==> config.mk <==
export PLATFORM = sky130hd
export DESIGN_NAME = mio_bus_arbiter
export DESIGN_NICKNAME = d
export VERILOG_FILES = /design/src/rtl/mio_bus_arbiter_pkg.sv /design/src/rtl/mio_bus_arbiter_rr_arb2.sv /design/src/rtl/mio_bus_arbiter.sv
export SDC_FILE = /design/constraint.sdc
export NUM_CORES = 1
export LEC_CHECK = 0
export BUFFER_PORTS_ARGS = -buffer_cell sky130_fd_sc_hd__clkbuf_2
export CAP_MARGIN = 5
export CORE_MARGIN = 3
export CORE_UTILIZATION = 49
export DETAILED_ROUTE_END_ITERATION = 16
export MAX_ROUTING_LAYER = met4
export PLACE_DENSITY = 0.85
export SYNTH_ARGS = -nofsm -noshare
export SYNTH_HDL_FRONTEND = slang
export SYNTH_SLANG_ARGS = --single-unit
export TNS_END_PERCENT = 10
==> constraint.sdc <==
create_clock -name clk -period 2.5 [get_ports clk]
set_input_delay 0.125 -clock clk [delete_from_list [all_inputs] [get_ports clk]]
set_output_delay 0.125 -clock clk [all_outputs]
set_load 0.05 [all_outputs]
==> src/rtl/mio_bus_arbiter_pkg.sv <==
// ---------------------------------------------------------------------------
// mio_bus_arbiter_pkg
// Shared definitions for the MIO bus arbiter: FSM state encodings, owner
// encodings, the default abort read-data word and a grant-to-owner helper.
// No ports (package).
// ---------------------------------------------------------------------------
package mio_bus_arbiter_pkg;

  typedef enum logic [1:0] {
    ST_IDLE = 2'd0,
    ST_XFER = 2'd1,
    ST_DONE = 2'd2
  } state_e;

  localparam logic OWN_CPU = 1'b0;
  localparam logic OWN_DMA = 1'b1;

  localparam logic [31:0] ERR_DATA_DEFAULT = 32'hDEAD_BEEF;

  // Maps a one-hot grant vector {dma, cpu} to the owner encoding.
  function automatic logic grant_owner(input logic [1:0] grant);
    return (grant == 2'b10) ? OWN_DMA : OWN_CPU;
  endfunction

endpackage

==> src/rtl/mio_bus_arbiter_rr_arb2.sv <==
// ---------------------------------------------------------------------------
// mio_bus_arbiter_rr_arb2
// Combinational two-way round-robin pick. On a tie the requester that did
// not win last time is chosen.
// Ports:
//   req   [1:0] in   request vector, bit0 = CPU, bit1 = DMA
//   last        in   owner of the previous grant (OWN_CPU / OWN_DMA)
//   grant [1:0] out  one-hot grant, 2'b00 when nobody requests
// ---------------------------------------------------------------------------
module mio_bus_arbiter_rr_arb2
  import mio_bus_arbiter_pkg::*;
(
  input  logic [1:0] req,
  input  logic       last,
  output logic [1:0] grant
);

  // Round-robin selection between the two requesters.
  always_comb begin
    grant = 2'b00;
    case (req)
      2'b01:   grant = 2'b01;
      2'b10:   grant = 2'b10;
      2'b11:   grant = (last == OWN_DMA) ? 2'b01 : 2'b10;
      default: grant = 2'b00;
    endcase
  end

endmodule

==> src/rtl/mio_bus_arbiter.sv <==
// ---------------------------------------------------------------------------
// mio_bus_arbiter
// Shares one memory/IO slave port between the CPU controller and a DMA
// master. One transfer per grant, round-robin on ties, with a watchdog that
// aborts a slave transfer that never acknowledges.
// Ports:
//   clk, reset_n                     clock, async active-low reset
//   cpu_req/we/addr/wdata  in        CPU request, held until cpu_ready
//   cpu_rdata/cpu_ready    out       registered read data + 1-cycle pulse
//   dma_req/we/addr/wdata  in        DMA request, held until dma_ready
//   dma_rdata/dma_ready    out       registered read data + 1-cycle pulse
//   mem_req/we/addr/wdata  out       registered slave request, held to ack
//   mem_rdata/mem_ack      in        slave response, ack single cycle
//   owner                  out       0 = CPU, 1 = DMA (current/last grant)
//   timeout_err            out       sticky abort flag
//   err_clr                in        clears timeout_err
// ---------------------------------------------------------------------------
module mio_bus_arbiter
  import mio_bus_arbiter_pkg::*;
#(
  parameter int unsigned     AW       = 32,
  parameter int unsigned     DW       = 32,
  parameter int unsigned     TIMEOUT  = 15,
  parameter logic [DW-1:0]   ERR_DATA = DW'(ERR_DATA_DEFAULT)
) (
  input  logic          clk,
  input  logic          reset_n,
  input  logic          cpu_req,
  input  logic          cpu_we,
  input  logic [AW-1:0] cpu_addr,
  input  logic [DW-1:0] cpu_wdata,
  output logic [DW-1:0] cpu_rdata,
  output logic          cpu_ready,
  input  logic          dma_req,
  input  logic          dma_we,
  input  logic [AW-1:0] dma_addr,
  input  logic [DW-1:0] dma_wdata,
  output logic [DW-1:0] dma_rdata,
  output logic          dma_ready,
  output logic          mem_req,
  output logic          mem_we,
  output logic [AW-1:0] mem_addr,
  output logic [DW-1:0] mem_wdata,
  input  logic [DW-1:0] mem_rdata,
  input  logic          mem_ack,
  output logic          owner,
  output logic          timeout_err,
  input  logic          err_clr
);

  // Counter only needs to reach TIMEOUT-1.
  localparam int unsigned CW = (TIMEOUT > 2) ? $clog2(TIMEOUT) : 1;

  state_e          state_q,     state_d;
  logic            mem_req_q,   mem_req_d;
  logic            mem_we_q,    mem_we_d;
  logic [AW-1:0]   mem_addr_q,  mem_addr_d;
  logic [DW-1:0]   mem_wdata_q, mem_wdata_d;
  logic            owner_q,     owner_d;
  logic            last_q,      last_d;
  logic [CW-1:0]   count_q,     count_d;
  logic [DW-1:0]   cpu_rdata_q, cpu_rdata_d;
  logic [DW-1:0]   dma_rdata_q, dma_rdata_d;
  logic            cpu_ready_q, cpu_ready_d;
  logic            dma_ready_q, dma_ready_d;
  logic            err_q,       err_d;

  logic [1:0]      grant_s;
  logic [DW-1:0]   rsp_s;
  logic            err_set_s;
  logic            wd_hit_s;

  mio_bus_arbiter_rr_arb2 u_rr_arb2 (
    .req   ({dma_req, cpu_req}),
    .last  (last_q),
    .grant (grant_s)
  );

  // State and datapath registers; reset forces the port idle immediately.
  always_ff @(posedge clk or negedge reset_n) begin
    if (!reset_n) begin
      state_q     <= ST_IDLE;
      mem_req_q   <= 1'b0;
      mem_we_q    <= 1'b0;
      mem_addr_q  <= '0;
      mem_wdata_q <= '0;
      owner_q     <= OWN_CPU;
      last_q      <= OWN_DMA;
      count_q     <= '0;
      cpu_rdata_q <= '0;
      dma_rdata_q <= '0;
      cpu_ready_q <= 1'b0;
      dma_ready_q <= 1'b0;
      err_q       <= 1'b0;
    end else begin
      state_q     <= state_d;
      mem_req_q   <= mem_req_d;
      mem_we_q    <= mem_we_d;
      mem_addr_q  <= mem_addr_d;
      mem_wdata_q <= mem_wdata_d;
      owner_q     <= owner_d;
      last_q      <= last_d;
      count_q     <= count_d;
      cpu_rdata_q <= cpu_rdata_d;
      dma_rdata_q <= dma_rdata_d;
      cpu_ready_q <= cpu_ready_d;
      dma_ready_q <= dma_ready_d;
      err_q       <= err_d;
    end
  end

  // Next-state logic: grant in IDLE, wait for ack or watchdog in XFER,
  // DONE is the one-cycle bubble during which the ready pulse is visible.
  always_comb begin
    state_d     = state_q;
    mem_req_d   = mem_req_q;
    mem_we_d    = mem_we_q;
    mem_addr_d  = mem_addr_q;
    mem_wdata_d = mem_wdata_q;
    owner_d     = owner_q;
    last_d      = last_q;
    count_d     = count_q;
    cpu_rdata_d = cpu_rdata_q;
    dma_rdata_d = dma_rdata_q;
    cpu_ready_d = 1'b0;
    dma_ready_d = 1'b0;
    err_set_s   = 1'b0;
    rsp_s       = mem_rdata;
    wd_hit_s    = (count_q == CW'(TIMEOUT - 1));

    case (state_q)
      ST_IDLE: begin
        if (grant_s != 2'b00) begin
          owner_d = grant_owner(grant_s);
          last_d  = grant_owner(grant_s);
          if (grant_owner(grant_s) == OWN_DMA) begin
            mem_we_d    = dma_we;
            mem_addr_d  = dma_addr;
            mem_wdata_d = dma_wdata;
          end else begin
            mem_we_d    = cpu_we;
            mem_addr_d  = cpu_addr;
            mem_wdata_d = cpu_wdata;
          end
          mem_req_d = 1'b1;
          count_d   = '0;
          state_d   = ST_XFER;
        end else begin
          state_d = ST_IDLE;
        end
      end

      ST_XFER: begin
        count_d = count_q + CW'(1);
        // An ack in the watchdog's final cycle still counts as a completion.
        if (mem_ack) begin
          rsp_s = mem_rdata;
        end else begin
          rsp_s = ERR_DATA;
        end
        if (mem_ack || wd_hit_s) begin
          mem_req_d = 1'b0;
          err_set_s = ~mem_ack;
          state_d   = ST_DONE;
          if (owner_q == OWN_DMA) begin
            dma_rdata_d = rsp_s;
            dma_ready_d = 1'b1;
          end else begin
            cpu_rdata_d = rsp_s;
            cpu_ready_d = 1'b1;
          end
        end else begin
          state_d = ST_XFER;
        end
      end

      ST_DONE: begin
        state_d = ST_IDLE;
      end

      default: begin
        state_d   = ST_IDLE;
        mem_req_d = 1'b0;
      end
    endcase

    // A watchdog abort in the same cycle as err_clr leaves the flag set.
    if (err_set_s) begin
      err_d = 1'b1;
    end else if (err_clr) begin
      err_d = 1'b0;
    end else begin
      err_d = err_q;
    end
  end

  assign cpu_rdata   = cpu_rdata_q;
  assign cpu_ready   = cpu_ready_q;
  assign dma_rdata   = dma_rdata_q;
  assign dma_ready   = dma_ready_q;
  assign mem_req     = mem_req_q;
  assign mem_we      = mem_we_q;
  assign mem_addr    = mem_addr_q;
  assign mem_wdata   = mem_wdata_q;
  assign owner       = owner_q;
  assign timeout_err = err_q;

endmodule

Yosys cells after proc, flatten, opt, wreduce, memory -nomap -nowiden. Index checks and enable logic that the tools add are counted.

Flip-flop bits (word level): 141. Output and inout port bits: 134.

Add/sub/neg operators: 1. Equality and inequality tests: 9. Mux-type cells: 25. Bitwise operators: 3. Reductions and logical operators: 10.

Operators by type and width (number): $mux 32 (3); $mux 1 (15); $reduce_and 3->1 (3); $eq 2x2->1 const B (4); $pmux 4 s2 (1); $pmux 2 s3 (1); $reduce_bool 2->1 (3); $add 4x1->4 const B (1); $eq 2x1->1 const B (2); $eq 4x4->1 const B (1); $mux 2 (2); $mux 4 (1); $ne 2x2->1 const B (2); $pmux 2 s2 (1); $reduce_and 2->1 (2); $not 1->1 (3); $pmux 1 s3 (1); $logic_not 2->1 (1); $logic_or 1x1->1 (1).

Logic depth before layout (Yosys ltp).
Depth after elaboration: 5. Mapped depth: 7. Depth with buffers taken out: 6.

Modules after synthesis. Synthesis repeated with hierarchy kept, for this count alone.

Cell total of the unflattened synthesis: 428. Area total of the unflattened synthesis: 6302.3 um^2.

By module, submodules not included: mio_bus_arbiter (instances 1, cells an instance 425, area an instance 6283.5 um^2); mio_bus_arbiter_rr_arb2 (instances 1, cells an instance 3, area an instance 18.8 um^2).

Worst setup path after synthesis. Ideal clock, no wire load.

Kind: flip-flop to flip-flop. From: reg owner_q, in the netlist owner. To: reg dma_rdata_q[10], in the netlist dma_rdata[10]. Setup time: 0.080 ns. Arrival: 1.554 ns. Slack: 0.866 ns. Cell stages (with the launch flop): 7. Path buffers: 2. Period minus slack after synthesis: 1.634 ns. Cell sequence: dfrtp_1 > and3b_1 > buf_2 > nand2_2 > inv_2 > buf_4 > a2bb2oi_1.

Cells in the longest elaborated chain, start to end: 1.

RTL lines: from (decl) (RTL line mio_bus_arbiter.sv:59) `logic owner_q, owner_d;`; from (signal assigned) (RTL line mio_bus_arbiter.sv:101) `owner_q <= owner_d;`; $reduce_and 3->1 (no line); to (signal assigned) (RTL line mio_bus_arbiter.sv:105) `dma_rdata_q <= dma_rdata_d;`; to (decl) (RTL line mio_bus_arbiter.sv:63) `logic [DW-1:0] dma_rdata_q, dma_rdata_d;`.

No other way between the ends. A chain may end at the register's enable or synchronous reset.

Final worst setup path.
From: in cpu_req. To: reg mem_wdata_q[4], in the netlist mem_wdata[4].

Cells in the longest elaborated chain, start to end: 5. Elaborated cells between the ends (all ways): 9. Those cells by class: eq/ne: 4; mux: 3; reduce/logical: 2.

RTL lines: from (decl) (RTL line mio_bus_arbiter.sv:28) `input logic cpu_req,`; $eq 2x2->1 or $eq 2x1->1 (tied branches) (RTL line mio_bus_arbiter_rr_arb2.sv:21) `case (req)`; $pmux 2 s3 (*) (RTL line mio_bus_arbiter_rr_arb2.sv:21); $eq 2x2->1 (RTL line mio_bus_arbiter_pkg.sv:22) `return (grant == 2'b10) ? OWN_DMA : OWN_CPU;`; $mux 1 (RTL line mio_bus_arbiter_pkg.sv:22); $mux 32 (RTL line mio_bus_arbiter.sv:136) `if (grant_owner(grant_s) == OWN_DMA) begin`; to (signal assigned) (RTL line mio_bus_arbiter.sv:100) `mem_wdata_q <= mem_wdata_d;`; to (decl) (RTL line mio_bus_arbiter.sv:58) `logic [DW-1:0] mem_wdata_q, mem_wdata_d;`.

Every way passes the cells marked *; elsewhere a longest branch is shown, timed or not.

==> results.md <==
* Worst-margin pin slew at 0.715 ns
* CTS sink cnt at 141
* Met3 routed WL at 2730 um
* Reg-to-reg startpoint: state_q[1]
* Hold depth at 3
* Buffers on Ports at 301
* First-pass GRT wire length at 39,200 um
* Drt via density at 6.19
* Die width at 117 um
* Ys async rst share at 1.00
* Starting Density at 0.514
* Die area at 0.0136 sq mm
* Chip height at 117 um
* Setup crit start kind: primary input
* Status: finished clean
* Routed wl met2 at 12,100 um
* Share of cells above drive strength 1 at 0.350
* Skew-Pair Late Insertion Delay at 0.41 ns
* Clk pwr share at 0.174
* Sequential cell area at 0.00353 sq mm
* Area contributors post-synth: dfrtp_1 (58%), nand2_1 (8.2%), a2bb2oi_1 (7.0%)
* Synth unique cells at 39
* RSZ-0062 raised after global routing: no
* Sequential Power Share at 0.263
* Core Region at 0.0117 sq mm
* Max-cap violations at 0
* Final setup fails at 0
* Initial antenna violation count at 0
* Type of the worst setup path: primary input to flop
* Yosys top cell by area: dfrtp_1
* Psw at 8.09 mW
* Pin count of the biggest net entering global routing at 68
* YS warnings at 0
* PD cells at 1660 mW/mm^2
* Leak at 4.66 nW
* Post-synthesis sequential area ratio at 0.587
* Fillers at 588
* Worst relative slew slack at 0.523
* Pint at 7.94 mW
* Met1 wire length at 9070 um
* GR Overflow Total at 0
* Number of global-route vias before repair at 7,261
* Count leader, synth: dfrtp_1
* CP required at 2.84 ns
* Total negative slack at 0 ns
* I/O Pins at 302
* Worst EP arrival at 2.69 ns
* Syn nets at 752
* Max layer used: met4
* Min Tclk post-route at 2.35 ns
* CTS Root Cell: clkbuf_16
* Post-CTS Setup Inserts at 0
* Total Wirelength at 25,800 um
* Hold crit path type: primary input to flop
* H-tree level count at 4
* Clk pin slew, worst setup/hold paths at 0.06 ns
* RD Place Congestion at 0.868
* CP max FO at 67
* Source of the worst hold timing path: mem_rdata[16]
* Design area at 0.00968 sq mm
* Net count, final at 1,176
* Longest Clk Path Bufs at 2
* Post-DRT Antenna Nets at 0
* EDFF count, synth at 0
* Worst Hold End: dma_rdata[16]
* Final worst-path cycle share at 0.939
* Area of the multi-input gates at 0.00223 sq mm
* DRC at 0
* R2R depth at 6
* Reg-to-reg setup timing slack at 0.18 ns
* Crit. End Element: flop
* Comb pwr share at 0.563
* Share of the synthesized area in the top cell type at 0.582
* Main synth FF type: dfrtp_1
* CTS Buf Count at 17
* Max Fclk at 426 MHz
* DP Area at 0.00758 sq mm
* Overall Power at 16.0 mW
* Post-route clock skew at 0.0110 ns
* Cell count after synthesis at 582
* CTS tree: done
* Total GRT Usage at 0.390
* Seq cells post-synth at 141
* Sw frac at 0.505
* Top cells by count, synth: dfrtp_1 (140), nand2_1 (132), a31oi_1 (67)
* First DRT Iteration DRCs at 1,165
* Wire length per cell at 22.2 um
* Cell Area, Synth at 0.00601 sq mm
* Hold Fails Final Rpt at 0
* Final Util at 0.826
* Pre-Repair DR Iteration Count at 8
* Dpl hpwl at 12,900 um
* Reg2reg end: mem_addr[25]
* Total number of vias at 7,192
* Slew Limit Fails at 0
* Std cell rows at 39
* # diodes at 0
* VDD IR max at 925 uV
* Syn_area_per_cell at 10.3 sq um
* WHS at 0.0131 ns
* Layout area overhead at 60.9%
==> registers in the layout (all words and copies together), names as in the netlist <==
register,flops
dma_ready,1
count_q,4
state_q,2
mem_we,1
owner,1
cpu_ready,1
cpu_rdata,32
mem_req,1
timeout_err,1
mem_wdata,32
mem_addr,32
dma_rdata,32
last_q,1
==> power by group through the flow <==
stage / clock, mW / sequential [mW] / combinational, mW
floorplan: 0 / 7.69 / 2.03
global placement: 0 / 4.09 / 7.43
detailed placement: 0 / 4.11 / 7.55
CTS: 2.78 / 4.10 / 8.58
global route: 2.90 / 4.30 / 9.39
finish: 2.79 / 4.22 / 9.02
==> kinds of logic (layout without fill, tap and decap cells) <==
logic type	Yosys count	after routing	share of synthesized area
fa+ha+maj	2	2	0.00416
xor+xnor	1	1	0.00146
simple gates	172	172	0.125
compound gates	209	209	0.236
flops	141	141	0.587
buf+inv	57	494	0.0462
==> how the worst max path moves through the flow <==
stage                     from            end  slack, ns
floorplan                owner  dma_rdata[10]       0.87
global placement    count_q[0]  cpu_rdata[11]       0.69
detailed placement  count_q[0]   cpu_rdata[3]       0.61
CTS                 state_q[0]  mem_wdata[17]       0.19
global route           cpu_req   mem_wdata[4]       0.02
finish                 cpu_req   mem_wdata[4]       0.15
==> stage by stage <==
stage               std cells  setup slack [ns]
finish                   1162             0.152
global placement          987             0.685
floorplan                 582             0.866
global route             1162            0.0238
CTS                      1162             0.194
detailed placement        987             0.614
==> layer usage <==
metal | global-route usage | up-vias
li1 | - | 2944
met1 | 0.460 | 3360
met2 | 0.599 | 687
met3 | 0.0977 | 201
met4 | 0.249 | 0
met5 | - | -
==> worst max-delay path: stages <==
cell,delay [ns]
dlygate4sd3_1,0.56
clkbuf_2,0.19
or2_2,0.15
buf_4,0.58
a21oi_1,0.27
a31oi_1,0.22
dlygate4sd3_1,0.58
==> cell usage in the layout, fill, tap and decap left out, types with 2 or more instances in the layout <==
cell type	count
a21oi_1	66
nor2_1	3
o21ai_0	2
clkinv_4	5
bufinv_16	5
clkinv_2	2
clkbuf_2	300
nand3_1	2
inv_1	2
buf_4	11
ha_1	2
nor2b_1	24
clkbuf_1	2
buf_6	3
a32o_1	16
nand2_2	2
dfrtp_1	140
a31oi_1	67
clkbuf_16	17
a2bb2oi_1	48
dlygate4sd3_1	143
nand2_1	132
==> timing repair <==
| item | 4_1_cts | 5_1_grt |
|---|---|---|
| endpoints found under the setup margin | 0 | 18 |
| resized for setup | 0 | 3 |
| hold endpoints to repair | 137 | 0 |
| hold buffers | 143 | 0 |
==> cell type report <==
| cell class | count | area share |
|---|---|---|
| Timing Repair Buffer | 458 | 0.317 |
| Clock inverter | 13 | 0.0222 |
| Tap cell | 143 | 0.0185 |
| Multi-Input combinational cell | 384 | 0.231 |
| Inverter | 4 | 0.00168 |
| Clock buffer | 19 | 0.0447 |
| Sequential cell | 141 | 0.365 |
(Power assumes the default switching activity.)
